--- src/rtl/tick_watchdog_pkg.sv ---
// Shared types and defaults for the tick watchdog.
// Optional feature macro: TICK_WATCHDOG_RESYNC_EN.
package tick_watchdog_pkg;

   typedef enum logic [1:0] {
      IDLE  = 2'd0,
      RUN   = 2'd1,
      FAULT = 2'd2
   } state_t;

   typedef enum logic [1:0] {
      ERR_NONE    = 2'b00,
      ERR_EARLY   = 2'b01,
      ERR_TIMEOUT = 2'b10
   } err_t;

   localparam int DEF_MIN_GAP = 99990;
   localparam int DEF_MAX_GAP = 100010;

endpackage

--- src/rtl/tick_gap_counter.sv ---
// Cycle counter measuring the distance since the last tick.
// Stops at MAX_GAP-1 so it can never wrap.
module tick_gap_counter
   import tick_watchdog_pkg::*;
#(
   parameter int MAX_GAP = DEF_MAX_GAP,
   parameter int CBITS   = 17
) (
   input  logic             clk,
   input  logic             rst,
   input  logic             clear,
   input  logic             enable,
   output logic [CBITS-1:0] cnt,
   output logic             at_limit
);

   localparam logic [CBITS-1:0] LIMIT = CBITS'(MAX_GAP - 1);

   assign at_limit = (cnt == LIMIT);

   // Clear has priority; otherwise count up to the limit.
   always_ff @(posedge clk or posedge rst) begin
      if (rst)
         cnt <= '0;
      else if (clear)
         cnt <= '0;
      else if (enable && !at_limit)
         cnt <= cnt + CBITS'(1);
   end

endmodule

--- src/rtl/tick_watchdog.sv ---
// Watchdog for a periodic one-cycle tick: flags early and late ticks.
// Define TICK_WATCHDOG_RESYNC_EN to let a tick leave FAULT automatically.
module tick_watchdog
   import tick_watchdog_pkg::*;
#(
   parameter int MIN_GAP = DEF_MIN_GAP,
   parameter int MAX_GAP = DEF_MAX_GAP,
   parameter int CBITS   = 17,
   parameter int TBITS   = 16
) (
   input  logic             clk,
   input  logic             rst,
   input  logic             tick,
   input  logic             clr,
   output logic             alive,
   output logic             fault,
   output logic [1:0]       err_code,
   output logic [CBITS-1:0] last_gap,
   output logic [TBITS-1:0] tick_count
);

   localparam logic [CBITS-1:0] MIN_G = CBITS'(MIN_GAP);

   state_t           state;
   err_t             err;
   logic [CBITS-1:0] cnt;
   logic [CBITS-1:0] gap;
   logic             at_limit;
   logic             cnt_clear;
   logic             cnt_en;

   assign gap      = cnt + CBITS'(1);
   assign alive    = (state == RUN);
   assign fault    = (state == FAULT);
   assign err_code = err;

   tick_gap_counter #(
      .MAX_GAP (MAX_GAP),
      .CBITS   (CBITS)
   ) u_cnt (
      .clk      (clk),
      .rst      (rst),
      .clear    (cnt_clear),
      .enable   (cnt_en),
      .cnt      (cnt),
      .at_limit (at_limit)
   );

   // Counter control: zero in IDLE, restart on ticks, hold in FAULT.
   always_comb begin
      cnt_clear = 1'b0;
      cnt_en    = 1'b0;
      unique case (state)
         IDLE: cnt_clear = 1'b1;
         RUN: begin
            if (clr || tick)
               cnt_clear = 1'b1;
            else
               cnt_en = 1'b1;
         end
         FAULT: begin
            cnt_clear = clr;
`ifdef TICK_WATCHDOG_RESYNC_EN
            if (tick)
               cnt_clear = 1'b1;
`endif
         end
         default: cnt_clear = 1'b1;
      endcase
   end

   // Main FSM with registered status; clr beats tick everywhere.
   always_ff @(posedge clk or posedge rst) begin
      if (rst) begin
         state      <= IDLE;
         err        <= ERR_NONE;
         last_gap   <= '0;
         tick_count <= '0;
      end else if (clr) begin
         state <= IDLE;
         err   <= ERR_NONE;
      end else begin
         unique case (state)
            IDLE: begin
               if (tick)
                  state <= RUN;
            end
            RUN: begin
               if (tick) begin
                  last_gap <= gap;
                  if (gap < MIN_G) begin
                     state <= FAULT;
                     err   <= ERR_EARLY;
                  end else if (tick_count != '1) begin
                     tick_count <= tick_count + TBITS'(1);
                  end
               end else if (at_limit) begin
                  state <= FAULT;
                  err   <= ERR_TIMEOUT;
               end
            end
            FAULT: begin
`ifdef TICK_WATCHDOG_RESYNC_EN
               if (tick) begin
                  state <= RUN;
                  err   <= ERR_NONE;
               end
`endif
            end
            default: state <= IDLE;
         endcase
      end
   end

   a_excl: assert property (@(posedge clk) disable iff (rst)
      !(alive && fault));
   a_code: assert property (@(posedge clk) disable iff (rst)
      err_code != 2'b11);
   a_cause: assert property (@(posedge clk) disable iff (rst)
      fault |-> err_code != 2'b00);
`ifdef FORMAL
   a_live: assert property (@(posedge clk)
      s_eventually (rst || clr || alive || fault));
`endif

endmodule

--- config.mk ---
export PLATFORM = sky130hd
export DESIGN_NAME = tick_watchdog
export DESIGN_NICKNAME = d
export VERILOG_FILES = /design/src/rtl/tick_watchdog_pkg.sv /design/src/rtl/tick_gap_counter.sv /design/src/rtl/tick_watchdog.sv
export SDC_FILE = /design/constraint.sdc
export NUM_CORES = 1
export LEC_CHECK = 0
export BUFFER_PORTS_ARGS = -buffer_cell sky130_fd_sc_hd__buf_2
export CAP_MARGIN = 20
export CORE_AREA = 2 2 92 94
export CTS_CLUSTER_DIAMETER = 100
export CTS_CLUSTER_SIZE = 8
export DETAILED_ROUTE_END_ITERATION = 16
export DIE_AREA = 0 0 94 96
export PLACE_DENSITY = 0.61
export SYNTH_ARGS = -nofsm -noshare
export SYNTH_HDL_FRONTEND = slang
export SYNTH_SLANG_ARGS = --single-unit
--- constraint.sdc ---
create_clock -name clk -period 3.2 [get_ports clk]
set_input_delay 0.48 -clock clk [delete_from_list [all_inputs] [get_ports clk]]
set_output_delay 0.48 -clock clk [all_outputs]
set_load 0.01 [all_outputs]
==> results.txt <==
Status -> complete, no violations
Post-synth cell types -> 53
Starting Density -> 38.8%
Largest net degree at the start of global routing -> 28
M1 WL -> 3380 um
CP Data Arrival Time -> 3.14 ns
Worst Path Required -> 3.46 ns
Top sig layer -> met4
CP max FO -> 8
Via count -> 2549
Post-route setup TNS -> 0 ns
CTS Root Cell -> clkbuf_8
# setup viols final -> 0
R2R Setup Slk -> 0.32 ns
Clock power share -> 30.7%
DRC violations left -> 0
Max-slew headroom -> 60.7%
Final WL -> 7060 um
Die span in y -> 96 um
Sw Pwr -> 0.563 mW
Yosys warns -> 0
Area delta synth->final -> 14.2%
RSZ-0062 raised after global routing -> no
FFs w/ async S/R, synth -> 100%
Worst VDD drop -> 0.246 mV
Die Area -> 9020 sq um
Min-delay worst type -> in2async
CTS Sinks -> 54
Post-Syn Nets -> 352
Post-CTS sizing -> 0
Tcrit/Tclk final -> 90.0%
Internal -> 1.28 mW
Register area share after synthesis -> 43.3%
Minimum clock period -> 2.88 ns
Power share of the combinational group -> 23.9%
Worst path slowest cell -> dfrtp_1
Total GRT Usage -> 16.7%
Grt total ovfl -> 0
# hold bufs at CTS -> 0
#FFs+latches synth -> 54
Synth Area in Simple Gates -> 25.6%
First-pass GRT wire length -> 12000 um
Max stage delay on crit path -> 0.48 ns
Clock buffer depth -> 2
Sw Share -> 30.5%
Vias in the first global route -> 2394
Worst Tran Pin Value -> 0.589 ns
Max Cap Violations -> 0
Post-CTS Setup Inserts -> 0
Portion of total power attributed to sequential cells -> 45.4%
Synthesized area -> 3120 sq um
Wire length per cell -> 14.6 um
Vias per cell -> 5.27
Final std cells w/o fill -> 484
PnR Total Power -> 1.84 mW
Kind of end point of the critical path -> register
Placed Cells -> 476
CTS Buf Count -> 5
Synth Area in Compound Gates -> 9.50%
Power Density -> 518 nW/um^2
Ys flop type -> dfrtp_1
ANT cells -> 0
Initial drt markers -> 169
Number of synthesized flops with an enable pin -> 0
Net count, final -> 389
Clock Pin Slew Worst Setup and Hold Paths -> 0.11 ns
Util after Layout -> 44.2%
Final hold viol count -> 0
CP Class -> reg2reg
Post-synthesis mux area share -> 1.32%
Routed wl met2 -> 3300 um
Startpoint class of the critical path -> register
Layout cells sized above 1 -> 17.9%
Crit-path cells -> ha_1, nand3_1, or4_4, nor3b_1, o2111ai_2, a31oi_4, buf_4, nor4b_1, xor2_1
Largest family of logic cells by synthesized area -> simple AND/OR/NAND/NOR gates
Setup Skew -> 0.0185 ns
Placed wire-length estimate -> 5310 um
Syn Inst Count -> 341
Highest clock rate -> 0.347 GHz
IO Port Bufs -> 40
GPL Wtd Cong -> 0.935
ANT nets after route -> 0
XOR/XNOR Fraction of Synth Area -> 12.6%
Pleak -> 1.59 nW
# IOs -> 41
Drt pass-1 iters -> 4
Wire length on met3 -> 277 um
H-tree depth -> 2
Area share of fa/ha/maj cells after synthesis -> 2.81%
Horiz. Die Dim -> 94 um
Max-slew violation count -> 0
Clk_lat worst skew -> 0.32 ns
Average size of a mapped cell -> 9.15 sq um
TritonCTS clock tree -> done
Initial antenna violation count -> 0
Core area -> 8050 sq um
Row Count -> 33
==> registers in the layout, indices dropped and copies added, names as in the netlist <==
signal and count:
last_gap 17, u_cnt.cnt 17, tick_count 16, err_code 2
state 2
==> path summary, 6_finish.rpt <==
path                              startpoint             to  depth (start not counted)
max in group asynchronous                rst  tick_count[1]                          3
worst max register to register  u_cnt.cnt[0]  tick_count[9]                          9
worst min register to register  last_gap[10]   last_gap[10]                          2
min in group clk                         clr    err_code[0]                          2
worst max-delay path            u_cnt.cnt[0]  tick_count[9]                          9
worst min-delay path                     rst   last_gap[12]                          2
==> logic make-up (layout without fill, tap and decap cells) <==
logic type,count (synthesis),after routing
compound gates,45,45
mux,4,4
fa+ha+maj,7,7
xor+xnor,45,45
flops,54,54
simple gates,156,156
buf+inv,30,68
==> routing by layer <==
layer	GRT usage, %	vias up
met5	0	-
li1	-	1263
met2	26.5	65
met1	23.2	1212
met3	3.13	9
met4	5.43	0
==> cell type report <==
class | instances | area (sq um)
Sequential cell | 54 | 1350
Clock buffer | 6 | 82.6
Tap cell | 105 | 131
Fill cell | 784 | 4490
Multi-Input combinational cell | 257 | 1620
Inverter | 9 | 33.8
Timing Repair Buffer | 51 | 283
Clock inverter | 2 | 60.1
==> power groups by stage <==
stage | logic (mW) | clock network [mW] | registers (mW)
floorplan | 0.224 | 0 | 0.891
global placement | 0.446 | 0 | 0.849
detailed placement | 0.444 | 0 | 0.852
CTS | 0.449 | 0.576 | 0.838
global route | 0.501 | 0.602 | 0.852
finish | 0.441 | 0.567 | 0.836
==> placed cells by master (no fill, tap or decap), drive strengths merged, types with 8 or more instances in the layout <==
master / count
dfrtp: 54
buf: 51
nor2: 49
nand2: 27
xor2: 27
xnor2: 18
a21oi: 17
nand3: 16
nand4: 16
o21ai: 11
nor3: 10
and3: 10
inv: 9
nor4: 8
==> stage by stage <==
stage	cell area, sq um	hold slack (ns)	worst slack [ns]
global route	3560	0.274	0.0132
detailed placement	3420	0.470	0.338
finish	3560	0.205	0.321
global placement	3420	0.463	0.454
floorplan	3120	0.511	0.592
CTS	3560	0.234	0.302
==> worst max-delay path, delay by kind of cell (launching register included) <==
kind	cells	cell delay, ns
AOI/OAI and AO/OA	2	0.35
xor gates and xnor gates	1	0.18
adders and majority gates	1	0.35
buffers and inverters	1	0.20
DFF	1	0.48
and+or+nand+nor	4	1.27
==> synth_stat cells, types with 2 or more instances <==
cell / n / area share (%)
a21oi_1: 17 / 2.7
a31oi_1: 2 / 0.40
and3_1: 10 / 2.0
buf_1: 2 / 0.24
buf_2: 7 / 1.1
buf_4: 3 / 0.72
clkbuf_1: 7 / 0.84
dfrtp_1: 54 / 43
ha_1: 7 / 2.8
inv_1: 9 / 1.1
mux2i_1: 3 / 0.96
nand2_1: 27 / 3.2
nand2b_1: 2 / 0.40
nand3_1: 16 / 2.6
nand3b_1: 2 / 0.48
nand4_1: 15 / 3.0
nor2_1: 47 / 5.7
nor2_2: 2 / 0.40
nor2b_1: 2 / 0.40
nor3_1: 10 / 1.6
nor4_1: 8 / 1.6
nor4b_1: 5 / 1.4
o21ai_0: 10 / 1.6
or3_1: 2 / 0.40
xnor2_1: 18 / 5.1
xor2_1: 27 / 7.6
No activity file was read; power rests on OpenSTA's default activity.
